===== config.mk =====
export PLATFORM = sky130hd
export DESIGN_NAME = spi_master_cfg
export DESIGN_NICKNAME = d
export VERILOG_FILES = /design/src/rtl/spi_master_cfg.sv
export SDC_FILE = /design/constraint.sdc
export NUM_CORES = 1
export LEC_CHECK = 0
export CAP_MARGIN = 40
export CORE_MARGIN = 5
export CORE_UTILIZATION = 40
export CTS_CLUSTER_DIAMETER = 150
export DETAILED_ROUTE_END_ITERATION = 8
export PLACE_DENSITY = 0.66
export SETUP_SLACK_MARGIN = 0.2
export SKIP_CTS_REPAIR_TIMING = 1
export SLEW_MARGIN = 40
export SYNTH_ARGS = -nofsm -noshare
export SYNTH_HDL_FRONTEND = slang
export SYNTH_SLANG_ARGS = --single-unit

===== constraint.sdc =====
create_clock -name clk_50m -period 4.3 [get_ports clk_50m]
set_input_delay 1.075 -clock clk_50m [delete_from_list [all_inputs] [get_ports clk_50m]]
set_output_delay 1.075 -clock clk_50m [all_outputs]
set_load 0.02 [all_outputs]

===== src/rtl/spi_master_cfg.sv =====
// Full-duplex SPI master with runtime CPOL/CPHA, configurable width,
// SCK divider and bit order, behind a valid/ready request port.
module spi_master_cfg #(
   parameter int DATA_W    = 8,
   parameter int CLK_DIV   = 2,
   parameter bit MSB_FIRST = 1'b1
) (
   input  logic              clk_50m,
   input  logic              rst_n,
   input  logic              tx_valid,
   output logic              tx_ready,
   input  logic [DATA_W-1:0] tx_data,
   input  logic              cpol,
   input  logic              cpha,
   output logic              rx_valid,
   output logic [DATA_W-1:0] rx_data,
   output logic              busy,
   output logic              sck,
   output logic              cs_n,
   output logic              mosi,
   input  logic              miso
);

   localparam int HW = $clog2(CLK_DIV + 1);
   localparam int EW = $clog2(2 * DATA_W + 1);
   localparam logic [HW-1:0] H_END  = HW'(CLK_DIV - 1);
   localparam logic [EW-1:0] E_LAST = EW'(2 * DATA_W - 1);

   typedef enum logic [2:0] {
      IDLE, LEAD, XFER, TRAIL, DONE
   } state_t;

   state_t            state;
   logic [HW-1:0]     hcnt;
   logic [EW-1:0]     ecnt;
   logic              cpha_q;
   logic [DATA_W-1:0] tsh;
   logic [DATA_W-1:0] rsh;

   logic h_end;
   logic lead;
   logic last;
   logic adv;
   logic smp;

   function automatic logic head(input logic [DATA_W-1:0] v);
      return MSB_FIRST ? v[DATA_W-1] : v[0];
   endfunction

   function automatic logic [DATA_W-1:0] shl(input logic [DATA_W-1:0] v);
      return MSB_FIRST ? (v << 1) : (v >> 1);
   endfunction

   function automatic logic [DATA_W-1:0] ins(
      input logic [DATA_W-1:0] v,
      input logic              b
   );
      return MSB_FIRST ? {v[DATA_W-2:0], b} : {b, v[DATA_W-1:1]};
   endfunction

   // ecnt counts edges already emitted, so an even count means the
   // next edge is a leading one
   assign h_end = (hcnt == H_END);
   assign lead  = ~ecnt[0];
   assign last  = (ecnt == E_LAST);
   assign adv   = cpha_q ? lead : (~lead & ~last);
   assign smp   = cpha_q ? ~lead : lead;

   always_ff @(posedge clk_50m or negedge rst_n) begin
      if (!rst_n) begin
         state    <= IDLE;
         hcnt     <= '0;
         ecnt     <= '0;
         cpha_q   <= 1'b0;
         tsh      <= '0;
         rsh      <= '0;
         tx_ready <= 1'b1;
         rx_valid <= 1'b0;
         rx_data  <= '0;
         busy     <= 1'b0;
         sck      <= 1'b0;
         cs_n     <= 1'b1;
         mosi     <= 1'b0;
      end else begin
         rx_valid <= 1'b0;
         unique case (state)
            IDLE: begin
               sck <= cpol;
               if (tx_valid) begin
                  state    <= LEAD;
                  tx_ready <= 1'b0;
                  busy     <= 1'b1;
                  cs_n     <= 1'b0;
                  hcnt     <= '0;
                  ecnt     <= '0;
                  rsh      <= '0;
                  cpha_q   <= cpha;
                  if (cpha) begin
                     tsh <= tx_data;
                  end else begin
                     tsh  <= shl(tx_data);
                     mosi <= head(tx_data);
                  end
               end
            end
            LEAD, XFER: begin
               if (h_end) begin
                  hcnt <= '0;
                  sck  <= ~sck;
                  ecnt <= ecnt + 1'b1;
                  if (adv) begin
                     mosi <= head(tsh);
                     tsh  <= shl(tsh);
                  end
                  if (smp) rsh <= ins(rsh, miso);
                  state <= last ? TRAIL : XFER;
               end else begin
                  hcnt <= hcnt + 1'b1;
               end
            end
            TRAIL: begin
               if (h_end) begin
                  hcnt     <= '0;
                  state    <= DONE;
                  cs_n     <= 1'b1;
                  rx_valid <= 1'b1;
                  rx_data  <= rsh;
               end else begin
                  hcnt <= hcnt + 1'b1;
               end
            end
            DONE: begin
               state    <= IDLE;
               tx_ready <= 1'b1;
               busy     <= 1'b0;
            end
            default: state <= IDLE;
         endcase
      end
   end

endmodule


==> metrics.md, run 1 <==
| Metric | Value |
|---|---|
| Yosys cell types | `38` |
| DRC viols | `0` |
| Clock-pin slew on the worst setup and hold paths | `~70 ps` |
| Crit path to | `tsh[1]$_DFFE_PN0P_` |
| Core area | `between 0.005 and 0.006 sq mm` |
| Worst r2r src | `state[1]$_DFFE_PN0P_` |
| Root Driver | `clkbuf_8` |
| Die W | `81.9 um` |
| Gpl congestion | `between 0.7 and 0.8` |
| Slew HR | `between 40% and 50%` |
| Hold Violations, Final | `0` |
| Setup TNS | `0 ps` |
| Req. time, crit path | `~4500 ps` |
| Worst-path cell chain | `clkdlybuf4s50_1 -> or3b_4 -> a31o_4 -> a21oi_4 -> mux2_4` |
| Row cnt | `26` |
| WHS | `roughly 470 ps` |
| Async set or reset register ratio after synthesis | `100%` |
| N_diodes | `0` |
| Largest net degree at the start of global routing | `42` |
| Buffers & Inverters on Critical Path | `1` |
| GRT Overall Usage | `12.4%` |
| H-tree depth | `2` |
| Area growth syn-to-layout | `19.7%` |
| Data arrival, critical path | `roughly 3000 ps` |
| Power per Cell Area | `about 770 mW/mm^2` |
| Nets@finish | `roughly 240` |
| Crit Path Max Fanout | `21` |
| Routed Wire Length | `roughly 3.7 mm` |
| Setup slack, reg-to-reg | `1940 ps` |
| Gr ovfl total | `0` |
| Synth warnings | `0` |
| Final HPWL DP | `between 2 and 3 mm` |
| CTS Buf Count | `5` |
| Worst Hold Class | `reg -> reg` |
| Longest Clk Path Bufs | `2` |
| Via count | `approximately 1500` |
| Status | `finished clean` |
| Post-Syn Area per Cell | `roughly 10 sq um` |
| WL/cell | `approximately 13 um` |
| Routed Antenna Nets | `0` |
| Fill cell count | `roughly 500` |
| Slowest CP cell | `clkdlybuf4s50_1` |
| Family with the most delay on the worst path | `compound AO/OA/AOI/OAI gates` |
| Setup violations, final | `0` |
| Worst setup path category | `in -> reg` |
| Router iterations before antenna repair | `4` |
| Clock Sinks | `between 40 and 50` |
| Worst VDD drop | `slightly above 0.3 mV` |
| Crit path launch type | `primary input` |
| Io pins | `28` |
| Vias/cell | `5.00` |
| Die Area | `roughly 0.0067 sq mm` |
| Net Count, Synth | `roughly 210` |
| Layout cell share with drive strength beyond 1 | `about 14%` |
| Clock Latency Late Sink | `a little under 300 ps` |
| Slew Limit Fails | `0` |
| CTS tree | `built` |
| Final period utilization | `66.3%` |
| Syn Inst Count | `around 200` |
| Initial Utilization | `between 40% and 50%` |
| Initial antenna violation count | `0` |
| Slew at the pin closest to its max-slew limit | `between 800 and 900 ps` |
| Max-Cap Viols | `0` |
| Fmax | `roughly 350 MHz` |
| Clock Skews | `2.74 ps` |
| Drt initial violations | `between 70 and 80` |
| Post-Synthesis Cell Area | `0.00207 sq mm` |
| Leak Pwr | `about 1.1 nW` |
| CP startpoint | `tx_valid` |
| FF-to-FF End | `mosi$_DFFE_PN0P_` |
| Setup crit end kind | `register` |
| Register area share after synthesis | `about half` |
| Post-synth EDFFs | `0` |
| Port bufs | `27` |
| Crit path largest cell delay | `510 ps` |
| Critical Path Stages | `5` |
| Register bit total from synthesis | `41` |
| Number of global-route vias before repair | `around 1400` |
| DIE HEIGHT | `slightly above 80 um` |
| Tmin final | `between 2000 and 3000 ps` |
| Primary FF master, synth | `dfrtp_1` |
| First-pass GRT wire length | `6.40 mm` |
| Unrepaired setup endpoints after global routing | `false` |
| R2R cell count | `5` |
## logic make-up (layout without fill, tap and decap cells)
logic type | count (synthesis) | after routing | share of synthesized area, %
and+or+nand+nor | 65 | 65 | 14.8
adders and majority gates | 2 | 2 | 1.21
buffers and inverters | 22 | 46 | 5.27
DFF | 41 | 41 | 49.8
xor gates and xnor gates | 2 | 2 | 0.848
AOI/OAI and AO/OA | 39 | 39 | 13.2
muxes | 27 | 27 | 14.9
## cell usage in the layout, fill, tap and decap left out, types with 6 or more instances in the layout
master           synthesis  final
a21oi_1                  7      7
nand2_1                 36     36
inv_1                    9      9
nor2_1                   9      9
clkbuf_8                 0      6
o21ai_0                 11     11
dfrtp_1                 39     39
mux2i_1                  9      9
mux2_2                  12     12
o31ai_1                  7      7
clkdlybuf4s50_1          0     26
## cell type report
type	count	area, sq um	area share (%)
Tap cell	70	87.6	3.54
Inverter	10	37.5	1.52
Timing Repair Buffer	28	275	11.1
Multi-Input combinational cell	135	930	37.6
Sequential cell	41	1030	41.6
Clock buffer	7	86.3	3.49
Clock inverter	1	30.0	1.21
## cells in the mapped netlist (2+ instances only)
| cell type | count | area share (%) |
|---|---|---|
| dfrtp_1 | 39 | 47 |
| nand2_1 | 36 | 6.5 |
| mux2_2 | 12 | 6.5 |
| o21ai_0 | 11 | 2.7 |
| inv_1 | 9 | 1.6 |
| mux2i_1 | 9 | 4.4 |
| nor2_1 | 9 | 1.6 |
| a21oi_1 | 7 | 1.7 |
| o31ai_1 | 7 | 2.5 |
| clkbuf_1 | 6 | 1.1 |
| mux2_4 | 4 | 2.9 |
| nor2b_1 | 4 | 1.2 |
| nor3_1 | 4 | 0.97 |
| o21ai_1 | 4 | 0.97 |
| buf_2 | 3 | 0.73 |
| buf_6 | 3 | 1.6 |
| a311oi_1 | 2 | 0.85 |
| a32o_1 | 2 | 0.97 |
| dfstp_2 | 2 | 2.5 |
| ha_1 | 2 | 1.2 |
| mux2_1 | 2 | 1.1 |
| nand2b_1 | 2 | 0.61 |
| nand3_1 | 2 | 0.48 |
| nand4bb_1 | 2 | 1.1 |
| xnor2_1 | 2 | 0.85 |
## per-stage QoR
stage | total power [W] | area, sq um | utilization [%] | instances | worst slack, ps
floorplan | 0.00139 | 2070 | - | 198 | 1850
global route | 0.00205 | 2470 | 48.8 | 292 | 1390
detailed placement | 0.00160 | 2360 | 46.5 | 284 | 1130
CTS | 0.00192 | 2470 | 48.8 | 292 | 1450
finish | 0.00191 | 2470 | 48.8 | 292 | 1450
global placement | 0.00159 | 2360 | 46.4 | 284 | 1160
## where the power goes
group	internal, W	switching (W)	leakage [nW]	total, W
clock	0.000189	0.000126	0.0585	0.000315
combinational	0.000421	0.000489	0.496	0.000909
sequential	0.000544	0.000137	0.526	0.000681
total	0.00115	0.000752	1.08	0.00191
## flip-flops by register name (all words and copies together), names as in the netlist
| signal | cells |
|---|---|
| busy | 1 |
| cpha_q | 1 |
| cs_n | 1 |
| ecnt | 5 |
| hcnt | 2 |
| mosi | 1 |
| rsh | 8 |
| rx_data | 8 |
| rx_valid | 1 |
| sck | 1 |
| state | 3 |
| tsh | 8 |
| tx_ready | 1 |
## layer usage
metal	track usage, %	vias up	share of wire [%]
li1	-	731	-
met3	3.62	6	3.6
met2	18.6	23	47
met5	0	-	0
met1	16.8	701	48
met4	4.98	0	1.6
## worst min-delay path, delay by kind of cell, from the launching register on
| family | cells | cell delay, ps |
|---|---|---|
| flops | 1 | 340 |
| simple gates | 2 | 100 |
## worst min-delay path by stage
stage | startpoint | endpoint | slack [ps] | depth (start not counted)
3_3_place_gp | rsh[7]$_DFFE_PN0P_ | rx_data[7]$_DFFE_PN0P_ | 460 | 2
3_5_place_dp | rsh[7]$_DFFE_PN0P_ | rx_data[7]$_DFFE_PN0P_ | 450 | 2
4_1_cts | rsh[7]$_DFFE_PN0P_ | rx_data[7]$_DFFE_PN0P_ | 470 | 2
5_1_grt | rx_data[1]$_DFFE_PN0P_ | rx_data[1]$_DFFE_PN0P_ | 510 | 2
6_report | rx_data[7]$_DFFE_PN0P_ | rx_data[7]$_DFFE_PN0P_ | 470 | 2
2_1_floorplan | rsh[7]$_DFFE_PN0P_ | rx_data[7]$_DFFE_PN0P_ | 430 | 2
Note: power is estimated with default switching activity, not from simulation.
==> run 2: changes to the inputs <==
==> constraint.sdc (replaced) <==
create_clock -name clk_50m -period 2.8 [get_ports clk_50m]
set_input_delay 0.7 -clock clk_50m [delete_from_list [all_inputs] [get_ports clk_50m]]
set_output_delay 0.7 -clock clk_50m [all_outputs]
set_load 0.02 [all_outputs]
==> run 2 against run 1 <==
- flip-flop and latch count is the same
- clock skew grew 5.0 ps
- global-route usage grew 0.61 points
- sequential power grew 54%
- final area grew 2.3%
- non-clock buffer count grew 5
- sequential share of layout area shrank 0.92 points
- critical endpoint is now tsh[5]$_DFFE_PN0P_
- largest power group unchanged
- highest routed layer unchanged
==> metrics.md, run 2 (synthesis gave the netlist of run 1 again) <==
| Metric | Value |
|---|---|
| Clock Sinks | `41 (unchanged)` |
| DRC viols | `0 (unchanged)` |
| Final HPWL DP | `2.70 mm (was 2.62 mm)` |
| Crit path launch type | `primary input (unchanged)` |
| Worst VDD drop | `0.586 mV (was 0.311 mV)` |
| Setup TNS | `0 ps (unchanged)` |
| Crit Path Max Fanout | `21 (unchanged)` |
| Area growth syn-to-layout | `22.5% (was 19.7%)` |
| Tmin final | `roughly 2400 ps` |
| Fmax | `between 400 and 500 MHz` |
| Die Area | `0.00671 sq mm (unchanged)` |
| Initial Utilization | `40.7% (unchanged)` |
| Slew Limit Fails | `0 (unchanged)` |
| First-pass GRT wire length | `6.78 mm (was 6.40 mm)` |
| WL/cell | `12.9 um (was 12.8 um)` |
| Slew HR | `66.2% (was 45.1%)` |
| Slew at the pin closest to its max-slew limit | `507 ps (was 821 ps)` |
| Io pins | `28 (unchanged)` |
| CTS Buf Count | `5 (unchanged)` |
| Setup crit end kind | `register (unchanged)` |
| Clock Latency Late Sink | `300 ps (was 290 ps)` |
| Non-filler instance count after layout | `297 (was 292)` |
| Final WS setup | `424 ps (was 1450 ps)` |
| N_diodes | `0 (unchanged)` |
| Die W | `81.9 um (unchanged)` |
| Worst setup path category | `in -> reg (unchanged)` |
| Largest net degree at the start of global routing | `42 (unchanged)` |
| Commonest cells after routing, fill and taps aside | `39 x dfrtp_1, 36 x nand2_1, 26 x clkdlybuf4s50_1 (unchanged)` |
| Setup slack, reg-to-reg | `610 ps (was 1940 ps)` |
| Worst Hold Class | `in -> async (was reg -> reg)` |
| Port bufs | `27 (unchanged)` |
| Status | `finished clean (unchanged)` |
| Crit path to | `tsh[5]$_DFFE_PN0P_ (was tsh[1]$_DFFE_PN0P_)` |
| Routed Wire Length | `3.82 mm (was 3.74 mm)` |
| Power per Cell Area | `1210 mW/mm^2 (was 770 mW/mm^2)` |
| Longest Clk Path Bufs | `2 (unchanged)` |
| Most common library cell in the layout ignoring fill and taps | `dfrtp_1 (unchanged)` |
| Max-Cap Viols | `0 (unchanged)` |
| FF-to-FF End | `tsh[5]$_DFFE_PN0P_ (was mosi$_DFFE_PN0P_)` |
| Buffers & Inverters on Critical Path | `2 (was 1)` |
| Worst-path cell chain | `clkdlybuf4s50_1 -> or3b_4 -> a31o_4 -> a21oi_4 -> buf_4 -> mux2i_1 (was clkdlybuf4s50_1 -> or3b_4 -> a31o_4 -> a21oi_4 -> mux2_4)` |
| Leak Pwr | `1.11 nW (was 1.08 nW)` |
| Clock-pin slew on the worst setup and hold paths | `80 ps (was 70 ps)` |
| Crit path largest cell delay | `470 ps (was 510 ps)` |
| Routed Antenna Nets | `0 (unchanged)` |
| Row cnt | `26 (unchanged)` |
| Family with the most delay on the worst path | `buffers and inverters (was compound AO/OA/AOI/OAI gates)` |
| Initial antenna violation count | `0 (unchanged)` |
| Drt initial violations | `85 (was 72)` |
| DIE HEIGHT | `81.9 um (unchanged)` |
| Worst r2r src | `ecnt[0]$_DFFE_PN0P_ (was state[1]$_DFFE_PN0P_)` |
| Core area | `0.00507 sq mm (unchanged)` |
| R2R cell count | `8 (was 5)` |
| Root Driver | `clkbuf_8 (unchanged)` |
| H-tree depth | `2 (unchanged)` |
| Data arrival, critical path | `2590 ps (was 3020 ps)` |
| Unrepaired setup endpoints after global routing | `false (unchanged)` |
| CTS tree | `built (unchanged)` |
| Clock Skews | `7.72 ps (was 2.74 ps)` |
| Critical Path Stages | `6 (was 5)` |
| DP Worst Slack | `96.8 ps (was 1130 ps)` |
| Number of global-route vias before repair | `1460 (was 1358)` |
| Via count | `1471 (was 1461)` |
| Layout cell share with drive strength beyond 1 | `16.7% (was 14.4%)` |
| Gr ovfl total | `0 (unchanged)` |
| Hold Violations, Final | `0 (unchanged)` |
| DP Cell Count | `288 (was 284)` |
| Slowest CP cell | `clkdlybuf4s50_1 (unchanged)` |
| Nets@finish | `242 (was 237)` |
| Gpl congestion | `0.710 (was 0.721)` |
| WHS | `367 ps (was 474 ps)` |
| Largest registers | `rsh (8), rx_data (8), tsh (8) (unchanged)` |
| Vias/cell | `4.95 (was 5.00)` |
| Setup violations, final | `0 (unchanged)` |
| Finished Core Util | `49.9% (was 48.8%)` |
| GRT Overall Usage | `13.0% (was 12.4%)` |
| Req. time, crit path | `3020 ps (was 4480 ps)` |
| Final period utilization | `around 85%` |
| CP startpoint | `tx_valid (unchanged)` |
| Router iterations before antenna repair | `4 (unchanged)` |
-- run 2: cell types whose count changed in the layout (fill, tap and decap cells not counted) --
cell,before,now
buf_2,0,1
buf_4,2,6
bufinv_16,1,2
clkbuf_1,1,0
clkbuf_8,6,5
inv_6,0,1
-- run 2: how the worst min path moves through the flow --
stage                            start                endpoint
finish                           rst_n        mosi$_DFFE_PN0P_
global route                     rst_n      rsh[2]$_DFFE_PN0P_
floorplan                        rst_n        busy$_DFFE_PN0P_
CTS                              rst_n      rsh[2]$_DFFE_PN0P_
global placement    rsh[7]$_DFFE_PN0P_  rx_data[7]$_DFFE_PN0P_
detailed placement  rsh[7]$_DFFE_PN0P_  rx_data[7]$_DFFE_PN0P_
-- run 2: final cells by class --
type	count	area [sq um]
clock inverter	3	68.8
multi-input combinational	135	930
tap	70	87.6
sequential	41	1030
timing repair buffer	33	310
clock buffer	5	68.8
fill	502	2540
inverter	10	37.5
-- run 2: per-stage QoR --
step	power (W)	instance area [sq um]
floorplan	0.00214	2070
global placement	0.00246	2390
detailed placement	0.00250	2390
CTS	0.00307	2530
global route	0.00329	2530
finish	0.00306	2530
-- run 2: worst reg2reg max path: cells and delay by family (launching register included) --
kind            cells  cell delay [ps]
flops               1              460
fa+ha+maj           2              460
compound gates      2              410
simple gates        2              400
buf+inv             1              200
mux                 1              180
-- run 2: power breakdown --
part	total [W]	switching [W]	leakage, nW	internal, W
sequential	0.00105	0.000211	0.526	0.000835
clock	0.000574	0.000216	0.0687	0.000359
combinational	0.00144	0.000759	0.520	0.000677
-- run 2: per-layer routing --
layer / part of all wire [%] / global-route usage, % / wire [um]
met3: 3.9 / 3.62 / 148
met2: 46 / 21.2 / 1770
met5: 0 / 0 / 0
met1: 48 / 16.4 / 1840
met4: 1.6 / 4.98 / 63
